==> src/rtl/pmu_pkg.sv <==
// rtl/pmu_pkg.sv - shared PMU opcode and frame-parser state encodings
package pmu_pkg;

    typedef enum logic [1:0] {
        OPC_SCAN    = 2'd0,
        OPC_MEM     = 2'd1,
        OPC_MEM2AES = 2'd2,
        OPC_KEY     = 2'd3
    } pmu_opcode_e;

    typedef enum logic [2:0] {
        ST_IDLE    = 3'd0,
        ST_OP0     = 3'd1,
        ST_OP1     = 3'd2,
        ST_PAYLOAD = 3'd3,
        ST_DONE    = 3'd4
    } pmu_state_e;

endpackage

==> src/rtl/sipo_ctrl.sv <==
// rtl/sipo_ctrl.sv - serial frame parser driving the PMU deserializer
module sipo_ctrl
    import pmu_pkg::*;
#(
    parameter int AES_DATA_WIDTH = 128,
    parameter int KEY_DATA_WIDTH = 128,
    parameter int MEM_DATA_WIDTH = 32,
    parameter int CNT_WIDTH      = 8
) (
    input  logic                 clk,
    input  logic                 rst,
    input  logic                 ser_valid_i,
    input  logic                 ser_bit_i,
    input  logic                 abort_i,
    output logic                 sipo_en_o,
    output logic                 sipo_send_o,
    output logic [1:0]           sipo_instr_o,
    output logic                 sipo_data_o,
    output logic                 busy_o,
    output logic                 done_o,
    output logic [CNT_WIDTH-1:0] frame_cnt_o
);

    localparam int MAX_AK = (AES_DATA_WIDTH > KEY_DATA_WIDTH) ? AES_DATA_WIDTH : KEY_DATA_WIDTH;
    localparam int MAX_N  = (MAX_AK > MEM_DATA_WIDTH) ? MAX_AK : MEM_DATA_WIDTH;
    localparam int BCW    = (MAX_N > 1) ? $clog2(MAX_N) : 1;

    pmu_state_e           state, state_nxt;
    logic                 op0_q;
    logic [1:0]           instr_q;
    logic [BCW-1:0]       bit_cnt;
    logic [CNT_WIDTH-1:0] frame_cnt;

    function automatic logic [BCW-1:0] payload_last(input logic [1:0] op);
        case (op)
            OPC_MEM: payload_last = BCW'(MEM_DATA_WIDTH - 1);
            OPC_KEY: payload_last = BCW'(KEY_DATA_WIDTH - 1);
            default: payload_last = BCW'(AES_DATA_WIDTH - 1);
        endcase
    endfunction

    always_comb begin
        state_nxt   = state;
        sipo_en_o   = 1'b0;
        sipo_send_o = 1'b0;
        done_o      = 1'b0;
        if (abort_i) begin
            state_nxt = ST_IDLE;
        end else begin
            case (state)
                ST_IDLE:    if (ser_valid_i && ser_bit_i) state_nxt = ST_OP0;
                ST_OP0:     if (ser_valid_i) state_nxt = ST_OP1;
                ST_OP1:     if (ser_valid_i) state_nxt = ST_PAYLOAD;
                ST_PAYLOAD: begin
                    if (ser_valid_i) begin
                        sipo_en_o = 1'b1;
                        if (bit_cnt == '0) begin
                            sipo_send_o = 1'b1;
                            state_nxt   = ST_DONE;
                        end
                    end
                end
                ST_DONE: begin
                    done_o    = 1'b1;
                    state_nxt = ST_IDLE;
                end
                default: state_nxt = ST_IDLE;
            endcase
        end
    end

    // Payload bit is gated so the deserializer sees 0 whenever it is not shifting.
    assign sipo_data_o  = sipo_en_o & ser_bit_i;
    assign busy_o       = (state != ST_IDLE);
    assign sipo_instr_o = instr_q;
    assign frame_cnt_o  = frame_cnt;

    always_ff @(posedge clk or negedge rst) begin
        if (!rst) begin
            state     <= ST_IDLE;
            op0_q     <= 1'b0;
            instr_q   <= 2'b00;
            bit_cnt   <= '0;
            frame_cnt <= '0;
        end else begin
            state <= state_nxt;
            if (!abort_i) begin
                case (state)
                    ST_OP0: if (ser_valid_i) op0_q <= ser_bit_i;
                    ST_OP1: begin
                        if (ser_valid_i) begin
                            instr_q <= {ser_bit_i, op0_q};
                            bit_cnt <= payload_last({ser_bit_i, op0_q});
                        end
                    end
                    ST_PAYLOAD: if (ser_valid_i && bit_cnt != '0) bit_cnt <= bit_cnt - BCW'(1);
                    ST_DONE:    frame_cnt <= frame_cnt + CNT_WIDTH'(1);
                    default:    ;
                endcase
            end
        end
    end

endmodule

==> config.mk <==
export PLATFORM = sky130hd
export DESIGN_NAME = sipo_ctrl
export DESIGN_NICKNAME = d
export VERILOG_FILES = /design/src/rtl/pmu_pkg.sv /design/src/rtl/sipo_ctrl.sv
export SDC_FILE = /design/constraint.sdc
export NUM_CORES = 1
export LEC_CHECK = 0
export CORE_MARGIN = 5
export CORE_UTILIZATION = 35
export DETAILED_ROUTE_END_ITERATION = 6
export REMOVE_ABC_BUFFERS = 1
export SLEW_MARGIN = 20
export SYNTH_ARGS = -nofsm -noshare
export SYNTH_HDL_FRONTEND = slang
export SYNTH_SLANG_ARGS = --single-unit
==> constraint.sdc <==
create_clock -name clk -period 3.79 [get_ports clk]
set_input_delay 0.5685 -clock clk [delete_from_list [all_inputs] [get_ports clk]]
set_output_delay 0.5685 -clock clk [all_outputs]
set_load 0.01 [all_outputs]
### Word level (Yosys, flattened, before mapping)

Cells that the tools add are included.

* $add $sub $neg: 2
* multiply operators: 0
* div/mod/pow operators: 0
* order comparisons: 0
* equal/unequal tests: 12
* shift operators: 0
* muxes and demuxes: 20
* bitwise operators: 2
* reduce and logical (&&, ||, !) cells: 12

Operators with widths (count)
* 7-bit 2-to-1 mux: 3
* 3-bit 2-to-1 mux: 6
* 3-bit inequality test, second input constant: 5
* 7-bit one-hot mux with 2 select lines: 1
* 3-bit one-hot mux with 4 select lines: 1
* 1-bit 2-to-1 mux: 9
* 8-bit by 1-bit adder with 8-bit output, second input constant: 1
* 7-bit logical NOT: 1
* 7-bit nonzero test: 1
* 7-bit by 1-bit subtractor with 7-bit output, second input constant: 1
* 3-bit by 2-bit equality test with 1-bit output, second input constant: 2
* 3-bit AND reduction: 2
* 5-bit AND reduction: 1
* 2-bit inequality test, second input constant: 2
* 4-bit AND reduction: 1
* 3-bit by 1-bit equality test with 1-bit output, second input constant: 1
* 3-bit equality test, second input constant: 1
* 3-bit logical NOT: 1
* 3-bit nonzero test: 1
* 2-bit by 1-bit equality test with 1-bit output, second input constant: 1
* 1-bit logical AND: 2
* 2-bit AND reduction: 1
* 2-bit nonzero test: 1
* 1-bit bitwise AND: 1
* 1-bit inverter: 1

* bits in registers: 21
* latch bits: 0
* memory bits (writable): 0
* memory bits (read-only): 0
* bits of input ports: 5
* output and inout port bits: 15
* logic and storage cells: 53
* memories kept: 0

### Longest topological paths before layout

* depth in word-level cells: 5
* mapped depth: 6
* depth with buffers taken out: 6

### Worst setup path before layout

OpenSTA, ideal clock, no wires.

* path kind: flip-flop to output port
* from: register bit_cnt[0]
* to: output port sipo_send_o
* arrival: 1311 ps
* required time: 3222 ps
* path slack: 1910 ps
* cell stages (with the launch flop): 6
* buffers on the path: 0
* cell sequence: dfrtp_1 > inv_1 > ha_1 > nor2b_1 > nand2_1 > nor3_1

* longest elaborated chain between the ends: 5

Ends and longest elaborated chain
* from (decl): RTL line sipo_ctrl.sv:31 `logic [BCW-1:0] bit_cnt;`
* from (signal assigned): RTL line sipo_ctrl.sv:93 `bit_cnt <= payload_last({ser_bit_i, op0_q});`
* from (signal assigned): RTL line sipo_ctrl.sv:96 `ST_PAYLOAD: if (ser_valid_i && bit_cnt != '0) bit_cnt <= bit_cnt - BCW'(1);`
* 7-bit logical NOT: RTL line sipo_ctrl.sv:57 `if (bit_cnt == '0) begin`
* 1-bit 2-to-1 mux: RTL line sipo_ctrl.sv:57
* 1-bit 2-to-1 mux: RTL line sipo_ctrl.sv:55 `if (ser_valid_i) begin`
* 1-bit 2-to-1 mux: RTL line sipo_ctrl.sv:50 `case (state)`
* 1-bit 2-to-1 mux: RTL line sipo_ctrl.sv:47 `if (abort_i) begin`
* to (decl): RTL line sipo_ctrl.sv:16 `output logic sipo_send_o,`

No other way between the ends.

### Final worst setup path

Ends and elaborated chain as after synthesis.

==> flow_summary.toml <==
[run_status]
outcome = "completed"

[logic_synthesis]
synth_top_family_by_area = "simple AND/OR/NAND/NOR gates"
synth_top_area_share_pct = 44.7
synthXorXnorAreaFrac_pct = 5.21
synthAdderAreaFrac_pct = 3.19
yosysSeqAreaShare_pct = 44.7
yosysUniqueCellTypes = 42
synthTopCellsByCount = "dfrtp_1, o21ai_0, a21oi_1"
synth-edff-count = 0
synth-seq-cells = 21
ys_warn_count = 0
synth_area_leaders = "dfrtp_1, mux2_2, xnor2_1"
yosysTopAreaCell = "dfrtp_1"
post_synth.cell_area_avg_um2 = 11.1
synth_area_um2 = 1180
synth_most_common_cell = "dfrtp_1"
synth_mux_area_share_pct = 3.83
synth_ff_type = "dfrtp_1"
syn_inst = 106
synthArstFlopShare_pct = 100
synth_compound_area_share_pct = 16.5
synth_simple_gate_area_share_pct = 23.6

[clocking]
cts.clk_slew.worst_paths_ns = 0.12
clock_path_buffers = 2
cts_buffers = 3
htree_levels = 1
clkSinkCount = 21
clk_latency_ns = 0.31
post_cts_buffers = 0
cts_tree = "yes"
hold_buffers = 0
clockRootBuffer = "clkbuf_4"
ctsResizeCount = 0

[cells_and_area]
num_antenna_cells = 0
seq_area_um2 = 526
drive_above_1_share_pct = 16.7
design_area_um2 = 1430
multiInputGateArea_um2 = 616
n_fill_cell = 322
nets = 135
syn_to_final_growth_pct = 21.5

[die]
initial_core_util_pct = 35.8
io_pins = 20
die_h_um = 68.0
fp.dieW_um = 68.0
die_area_um2 = 4620
core_um2 = 3280
num_rows = 21

[timing]
slew_headroom_pct = 68.0
max_freq_mhz = 354
period_needed_ns = 2.83
finClkSkew_ns = 0.0144
slew_violations = 0
fin_tns_setup_ns = 0
hold_violations = 0
rsz0062_at_grt = "false"
finalCritPeriodShare_pct = 74.5
worst_pin_slew_ns = 0.481
finalSetupViolations = 0

[place]
gp_congestion = 0.784
hpwl_um = 1780
portBuffers = 19
place_area_um2 = 1410

[power_and_ir_drop]
p_leak_nw = 0.571
peakVddDrop_v = 0.000166
p_sw_share_pct = 29.8
p_total_w = 0.000497
clkPwrFrac_pct = 21.7
power_density_nw_per_um2 = 348
p_switching_w = 0.000148
seq_power_share_pct = 57.6
p_int_w = 0.000349
comb_power_share_pct = 20.7

[setup_path]
crit_arrival_ns = 2.26
start_kind = "flip-flop"
crit_path_end_kind = "output pin"
crit_fanout = 6
crit_type = "reg2out"
crit_required_ns = 3.22

[drt]
via_per_inst = 5.27
drt_iter0_drc = 26
vias = 906
drc = 0
wl_um = 2360
wl_per_cell_um = 13.7
antenna_left = 0
firstDrtPassIters = 4

[worst_hold_path]
hp-class = "in2async"

[global_route]
antenna_found_initial = 0
groute.usage.overall_pct = 11.5
overflow = 0
grt_pass1_wl_um = 4040
grt_start_max_net_pins = 22
grt_pass1_vias = 858

[job]
drv_cap = 0
worst max-delay path, cell delays in order, from the launching register on:
cell and delay (ns):
dfrtp_1 0.41, inv_1 0.10, ha_1 0.17, nor2b_1 0.37
nand2_1 0.18, nor3_1 0.16, clkdlybuf4s50_1 0.56
kinds of logic after synthesis:
logic type | after synthesis
adder cells (fa/ha/maj) | 3
buffers and inverters | 8
multiplexers | 4
flip-flops | 21
XOR/XNOR | 7
AO/OA/AOI/OAI | 28
AND/OR/NAND/NOR | 35
registers in the layout (all words and copies together) (netlist names):
register and flops:
frame_cnt_o 8, state 3, bit_cnt 7, sipo_instr_o 2
op0_q 1
power by group through the flow:
stage	Combinational, W	Sequential [W]	Clock, W
6_report	0.000103	0.000286	0.000108
5_1_grt	0.000114	0.000292	0.000122
3_5_place_dp	0.000105	0.000290	0
4_1_cts	0.000105	0.000286	0.000114
2_1_floorplan	0.0000634	0.000286	0
3_3_place_gp	0.000104	0.000289	0
path summary, 6_finish.rpt:
check                                      startpoint                    endpoint  slack (ns)  depth (start not counted)
max reg2reg                    bit_cnt[0]$_DFFE_PN0P_      bit_cnt[5]$_DFFE_PN0P_        2.08                          6
max in group asynchronous                         rst  frame_cnt_o[0]$_DFFE_PN0P_        3.25                          1
min reg2reg                frame_cnt_o[7]$_DFFE_PN0P_  frame_cnt_o[7]$_DFFE_PN0P_        0.48                          1
min                                               rst      bit_cnt[6]$_DFFE_PN0P_        0.20                          1
min in group clk           frame_cnt_o[7]$_DFFE_PN0P_  frame_cnt_o[7]$_DFFE_PN0P_        0.48                          1
max                            bit_cnt[0]$_DFFE_PN0P_                 sipo_send_o        0.96                          6
final cells by class:
| class | instances | area share [%] |
|---|---|---|
| clock buffers | 4 | 1.84 |
| inverters | 5 | 1.31 |
| multi-input cells | 77 | 43.1 |
| flip-flops and latches | 21 | 36.8 |
| well taps | 46 | 4.03 |
| repair buffers | 19 | 13.0 |
stage by stage:
stage	utilization [%]	hold WS, ns	instances	setup slack (ns)
global route	43.5	0.241	172	0.776
finish	43.5	0.197	172	0.965
floorplan	-	0.273	103	1.91
detailed placement	42.9	0.473	168	0.951
CTS	43.7	0.490	172	0.950
global placement	42.9	0.460	168	0.955
metal layers:
metal / track usage [%] / share of wire (%)
met2: 19.0 / 49
met3: 3.45 / 3.1
met4: 3.23 / 1.1
met1: 14.3 / 47
met5: 0 / 0
layout by cell type, fill, tap and decap left out, types with 2 or more instances in the layout:
master,instances
dfrtp_1,21
clkdlybuf4s50_1,18
o21ai_0,7
a21oi_1,6
inv_1,5
nor2_1,5
xnor2_1,5
mux2_2,4
nand2_1,3
nand3_1,3
nor4_1,3
a31oi_1,3
ha_1,3
clkbuf_4,3
and3_1,2
nor3_1,2
xor2_1,2
o211ai_1,2
a22oi_1,2
nand3b_1,2
nand4_1,2
nand3_2,2
(Power assumes the default switching activity.)
